### src/rtl/adpll_pkg.sv
// Shared ADPLL definitions: counter FSM state encoding and default counter width.
package adpll_pkg;

    typedef enum logic {
        ST_IDLE  = 1'b0,
        ST_COUNT = 1'b1
    } cnt_state_t;

    localparam int ADPLL_CNT_WIDTH = 20;

endpackage

### src/rtl/pulse_on_pos_edge_sr.sv
// Rising-edge pulse generator; the history register resets to 1 so a level held
// high across reset is not mistaken for a fresh edge.
module pulse_on_pos_edge_sr (
    input  logic fpga_clk_i,
    input  logic reset_i,
    input  logic sig_i,
    output logic pulse_o
);

    logic sig_q;

    always_ff @(posedge fpga_clk_i) begin
        if (reset_i) begin
            sig_q <= 1'b1;
        end else begin
            sig_q <= sig_i;
        end
    end

    assign pulse_o = sig_i & ~sig_q;

endmodule

### src/rtl/load_counter.sv
// Programmable period counter for the ADPLL: loads a signed value on a load edge,
// counts toward zero on enabled ticks, pulses and toggles on expiry, optionally reloads.
module load_counter
    import adpll_pkg::*;
#(
    parameter int WIDTH = ADPLL_CNT_WIDTH
) (
    input  logic                    fpga_clk_i,
    input  logic                    reset_i,
    input  logic                    load_i,
    input  logic signed [WIDTH-1:0] load_val_i,
    input  logic                    count_en_i,
    input  logic                    reload_en_i,
    output logic signed [WIDTH-1:0] counter_val_o,
    output logic                    busy_o,
    output logic                    expire_o,
    output logic                    toggle_o
);

    cnt_state_t              state_q;
    cnt_state_t              state_d;
    logic signed [WIDTH-1:0] counter_d;
    logic signed [WIDTH-1:0] reload_q;
    logic signed [WIDTH-1:0] reload_d;
    logic                    expire_d;
    logic                    toggle_d;
    logic                    load_x;
    logic                    at_unit;

    pulse_on_pos_edge_sr u_load_edge (
        .fpga_clk_i (fpga_clk_i),
        .reset_i    (reset_i),
        .sig_i      (load_i),
        .pulse_o    (load_x)
    );

    // One tick away from zero in either direction means this tick is the expiry.
    assign at_unit = (counter_val_o == WIDTH'(1)) || (counter_val_o == {WIDTH{1'b1}});

    always_ff @(posedge fpga_clk_i) begin
        if (reset_i) begin
            state_q       <= ST_IDLE;
            counter_val_o <= '0;
            reload_q      <= '0;
            expire_o      <= 1'b0;
            toggle_o      <= 1'b0;
        end else begin
            state_q       <= state_d;
            counter_val_o <= counter_d;
            reload_q      <= reload_d;
            expire_o      <= expire_d;
            toggle_o      <= toggle_d;
        end
    end

    always_comb begin
        state_d   = state_q;
        counter_d = counter_val_o;
        reload_d  = reload_q;
        expire_d  = 1'b0;
        toggle_d  = toggle_o;

        if (load_x) begin
            // A zero load is a clear: it stops the counter but keeps the old reload value.
            if (load_val_i != '0) begin
                counter_d = load_val_i;
                reload_d  = load_val_i;
                state_d   = ST_COUNT;
            end else begin
                counter_d = '0;
                state_d   = ST_IDLE;
            end
        end else if ((state_q == ST_COUNT) && count_en_i) begin
            if (at_unit) begin
                expire_d = 1'b1;
                toggle_d = ~toggle_o;
                if (reload_en_i) begin
                    counter_d = reload_q;
                end else begin
                    counter_d = '0;
                    state_d   = ST_IDLE;
                end
            end else if (counter_val_o[WIDTH-1]) begin
                counter_d = counter_val_o + WIDTH'(1);
            end else begin
                counter_d = counter_val_o - WIDTH'(1);
            end
        end
    end

    assign busy_o = (state_q == ST_COUNT);

endmodule

### config.mk
export PLATFORM = sky130hd
export DESIGN_NAME = load_counter
export DESIGN_NICKNAME = d
export VERILOG_FILES = /design/src/rtl/adpll_pkg.sv /design/src/rtl/pulse_on_pos_edge_sr.sv /design/src/rtl/load_counter.sv
export SDC_FILE = /design/constraint.sdc
export NUM_CORES = 1
export LEC_CHECK = 0
export CAP_MARGIN = 20
export CORE_UTILIZATION = 34
export DETAILED_ROUTE_END_ITERATION = 6
export SLEW_MARGIN = 20
export SYNTH_ARGS = -nofsm -noshare
export SYNTH_HDL_FRONTEND = slang
export SYNTH_HIERARCHICAL = 1
export SYNTH_SLANG_ARGS = --single-unit
### constraint.sdc
create_clock -name fpga_clk_i -period 2.3 [get_ports fpga_clk_i]
set_input_delay 0.23 -clock fpga_clk_i [delete_from_list [all_inputs] [get_ports fpga_clk_i]]
set_output_delay 0.23 -clock fpga_clk_i [all_outputs]
set_load 0.1 [all_outputs]
# After elaboration in Yosys (flattened, before gate mapping)
# Cells that the tools add are included.
# word_totals
elab_cells	37
register_bits	44
# op_classes
n_reduce_logical	9
add_sub_neg	2
n_bitwise	5
eq_ne	3
muxes	12
# ops
cell	count
$mux W20	6
$add A20 B2 Y20 const B	1
$eq A20 B2 Y1 const B	1
$eq A20 B20 Y1 const B	1
$reduce_bool A20 Y1	1
$sub A20 B2 Y20 const B	1
$mux W1	6
$reduce_and A3 Y1	2
$not A1 Y1	4
$reduce_bool A2 Y1	2
$reduce_or A3 Y1	1
$ne A2 B1 Y1 const B	1
$reduce_and A2 Y1	1
$and A1 B1 Y1	1
$logic_and A1 B1 Y1	1
$logic_or A1 B1 Y1	1

# Longest topological paths before layout
# depth
word_depth	5
ltp_mapped	9
mapped_depth_nobuf	8

# By module
# Netlist, hierarchy kept.
# modules_own_cells
mod	area_per_inst_um2	n_inst	cells_each
load_counter	2695.1	1	356
pulse_on_pos_edge_sr	32.5	1	3

# Worst setup path before layout
# Ideal clock, no wire load.
# synth_timing
kind	register to register
startpoint	register counter_val_o[5]
endpoint	register counter_val_o[1]
path_stages_with_launch	10
t_arrival_ps	2867
path_slack_ps	-689
path_buffers	3
period_less_slack_ps	2989
path_cell_list	dfxtp_1 -> buf_2 -> nand4_1 -> or4_1 -> clkbuf_1 -> o22ai_4 -> buf_2 -> nor2_1 -> a311oi_1 -> o2bb2ai_1
# synth_via
elab_chain_len	5
elab_cells_between_ends	6
classes_between	eq/ne (2); mux (3); reduce/logical (1)
# synth_rtl
element	line	text
start: declaration	load_counter.sv:14	output logic signed [WIDTH-1:0] counter_val_o,
start signal: assignment	load_counter.sv:49	counter_val_o <= counter_d;
$eq A20 B2 Y1 / $eq A20 B20 Y1 (equally long branches)	load_counter.sv:38	assign at_unit = (counter_val_o == WIDTH'(1)) || (counter_val_o == {WIDTH{1'b1}});
$logic_or A1 B1 Y1 *	load_counter.sv:38	
$mux W20 *	load_counter.sv:74	if (at_unit) begin
$mux W20 *	load_counter.sv:73	end else if ((state_q == ST_COUNT) && count_en_i) begin
$mux W20 *	load_counter.sv:63	if (load_x) begin
# Mark *: on every way between the ends. The rest lies on a longest branch, timed or not. The select of a mux whose other input is x is not followed.
# A chain may end at the register's enable or synchronous reset.

# Worst setup path in the final report
# layout_timing
startpoint	register counter_val_o[1]
endpoint	register counter_val_o[9]
# layout_via
elab_chain_len	5
elab_cells_between_ends	9
classes_between	add/sub (2); eq/ne (2); mux (4); reduce/logical (1)
# layout_rtl
element	line	text
$sub A20 B2 Y20, or another cell as far along	load_counter.sv:86	counter_d = counter_val_o - WIDTH'(1);
$mux W20 / $logic_or A1 B1 Y1 (equally long branches)	load_counter.sv:83, load_counter.sv:38	
$mux W20 *	load_counter.sv:74	
$mux W20 *	load_counter.sv:73	
$mux W20 *	load_counter.sv:63	
# Marks and branches as above.

==> impl_metrics.ini <==
[synthesis]
synth_area_per_cell_sq_um = 7.60
synth_mux_area_frac = 0.00367
syn_nets = 387
netlist_area_sq_um = 2730
synth_top_family_by_area = compound AO/OA/AOI/OAI gates
yosys.area_share.simple = 0.260
synth_compound_area_frac = 0.287
synthXorXnorAreaFrac = 0.0417
synth_cells = 359
ys_seq_area_frac = 0.323
ys_warn_count = 6
synth_edf_count = 0
ys_ff_latch = 44
synth.area.top_cells = dfxtp_1, nor2_1, a21oi_1
synthDistinctLibCells = 57
yosysTopAreaCellShare = 0.323
synth_ff_type = dfxtp_1
async_flop_share = 0
synthAdderAreaFrac = 0.0138
synth_area_leader_cell = dfxtp_1

[floorplanning]
io_pins = 48
die_height_um = 91.6
core_area_sq_um = 7730
dieArea_sq_um = 8380
die_x_um = 91.6
initial_utilization = 0.353
num_rows = 32

[worst_setup_path]
worst_setup_path_start_kind = flip-flop
cp_max_fo = 6
critical_path_arrival_ns = 2.42
r2r.worst_path.cells = 8
reg2reg_to = counter_val_o[9]$_SDFFE_PP0P_
cp-end-kind = flip-flop
rrSetupSlack_ns = 0.07
path_class = reg -> reg
r2r-start = counter_val_o[1]$_SDFFE_PP0P_
required_ns = 2.49

[drt]
drtIter0Drc = 223
drtAntennaViolNets = 0
drt_wl_total_um = 9080
wl_per_cell_um = 17.5
vias = 3005
routed_via_density = 5.79
drcViolationCount = 0
dr.pass1.iters = 5

[placed_design]
portBuffers = 47
dpl.hpwl_um = 6850
gp_congestion = 0.856
placed_cell_area_sq_um = 3480
placed_cells = 511
place_ws_ns = -0.0205

[clocking]
h-tree-depth = 2
cts_root_buffer = clkbuf_8
clock_path_buffers = 2
clkSinkCount = 44
clock_latency_ns = 0.29
clkTransAtPathRegs_ns = 0.08
hold_buffers = 0
tritoncts = yes
cts_buffers = 5

[finish]
final_cell_mix = buf_4, nor2_1, nand2_1, a21oi_1, dfxtp_1
drive_above_1_share = 0.269
final_cells = 519
final_common_cell = buf_4
nNetsFinal = 444
fin_util = 0.468
area_growth_pct = 32.7
final_cell_area_sq_um = 3620
diodes = 0

[sta]
setup_viol = 0
rsz0062_at_grt = no
final_hold_viol_count = 0
clock.fmax_ghz = 0.449
min_period_over_period = 0.969
slew_headroom = 0.279
worst_pin_slew_ns = 1.08
final.setup.worst_slack_ns = 0.0705
drv_slew = 0
finClkSkew_ns = 0.00471
hold-worst-slack_ns = 0.392
min_period_ns = 2.23

[power]
pwr_density_cell_nw_per_um2 = 613
peakVddDrop_mv = 0.433
leakage_nw = 1.35

[global_routing]
grt.total_usage = 0.221
grt_first_pass_wirelength_um = 14700
grt_max_degree = 30
first_global_vias = 2737
antenna_found_initial = 0
grt.overflow.total = 0

[worst_hold_path]
hold_depth = 2
hp-start = reset_i
min_to = reload_q[14]$_SDFFE_PP0P_
min_path_type = in -> reg

[run]
max-cap-violations = 0

[status]
status = complete, no violations
-- flip-flops by register name, indices dropped and copies added (netlist names) --
signal and cells:
toggle_o 1, u_load_edge/sig_q 1, expire_o 1, reload_q 20
counter_val_o 20, busy_o 1
-- critical path, cell delays in order, from the launching register on --
cell	delay, ns
dfxtp_4	0.35
buf_4	0.14
buf_4	0.15
or3_1	0.42
or4_1	0.49
nand2_1	0.14
xnor2_1	0.13
o21ai_0	0.10
a32o_1	0.21
-- area by class of cell --
type,count,area (sq um)
Clock buffer,7,97.6
Clock inverter,1,5.00
Fill cell,748,4110
Inverter,16,60.1
Multi-Input combinational cell,269,1720
Sequential cell,44,936
Tap cell,102,128
Timing Repair Buffer,80,676
-- per-layer routing --
metal / GRT usage / wire length (um)
met5: 0 / 0
met4: 0.0701 / 167
met3: 0.0310 / 647
met2: 0.343 / 4120
met1: 0.312 / 4140
-- worst max path at each step --
stage          depth (start not counted)  slack, ns                             end                          start
5_1_grt                                9      0.002   counter_val_o[2]$_SDFFE_PP0P_  counter_val_o[1]$_SDFFE_PP0P_
6_report                               8       0.07   counter_val_o[9]$_SDFFE_PP0P_  counter_val_o[1]$_SDFFE_PP0P_
3_3_place_gp                           8     -0.008  counter_val_o[13]$_SDFFE_PP0P_  counter_val_o[1]$_SDFFE_PP0P_
3_5_place_dp                           9      -0.02  counter_val_o[11]$_SDFFE_PP0P_  counter_val_o[1]$_SDFFE_PP0P_
2_1_floorplan                          8      -0.05   counter_val_o[1]$_SDFFE_PP0P_  counter_val_o[0]$_SDFFE_PP0P_
4_1_cts                                9      0.002  counter_val_o[15]$_SDFFE_PP0P_  counter_val_o[1]$_SDFFE_PP0P_
-- cells by family after synthesis --
| kind of cell | count (synthesis) |
|---|---|
| buffers and inverters | 46 |
| adders and majority gates | 3 |
| muxes | 1 |
| DFF | 44 |
| AOI/OAI and AO/OA | 109 |
| xor gates and xnor gates | 13 |
| and+or+nand+nor | 143 |
-- what timing repair did --
item,in CTS,in global routing
hold endpoints to repair,0,0
cloned,0,0
resized for setup,2,6
pin swaps,1,5
setup buffers,1,1
endpoints found under the setup margin,5,17
-- synthesized netlist by cell type, types with 8 or more instances --
master     n
nor4_1     9
nor3_1    12
nand4_1    8
xor2_1     8
inv_1     16
o21ai_0   15
clkbuf_1  21
dfxtp_1   44
nand2_1   37
nand3_1   11
a22oi_1   18
a21oi_1   28
nor2_1    38
-- stage by stage --
step / power, mW / setup TNS, ns
4_1_cts: 2.21 / 0
2_1_floorplan: 1.43 / -0.459
6_report: 2.22 / 0
3_3_place_gp: 1.68 / -0.00789
5_1_grt: 2.32 / 0
3_5_place_dp: 1.67 / -0.0274
-- where the power goes --
| part | internal [mW] | switching, mW | total (mW) | leakage (nW) |
|---|---|---|---|---|
| combinational | 0.289 | 0.521 | 0.810 | 0.924 |
| clock | 0.279 | 0.261 | 0.540 | 0.0534 |
| sequential | 0.803 | 0.0658 | 0.869 | 0.371 |
| total | 1.37 | 0.847 | 2.22 | 1.35 |
No activity file was read; power rests on OpenSTA's default activity.
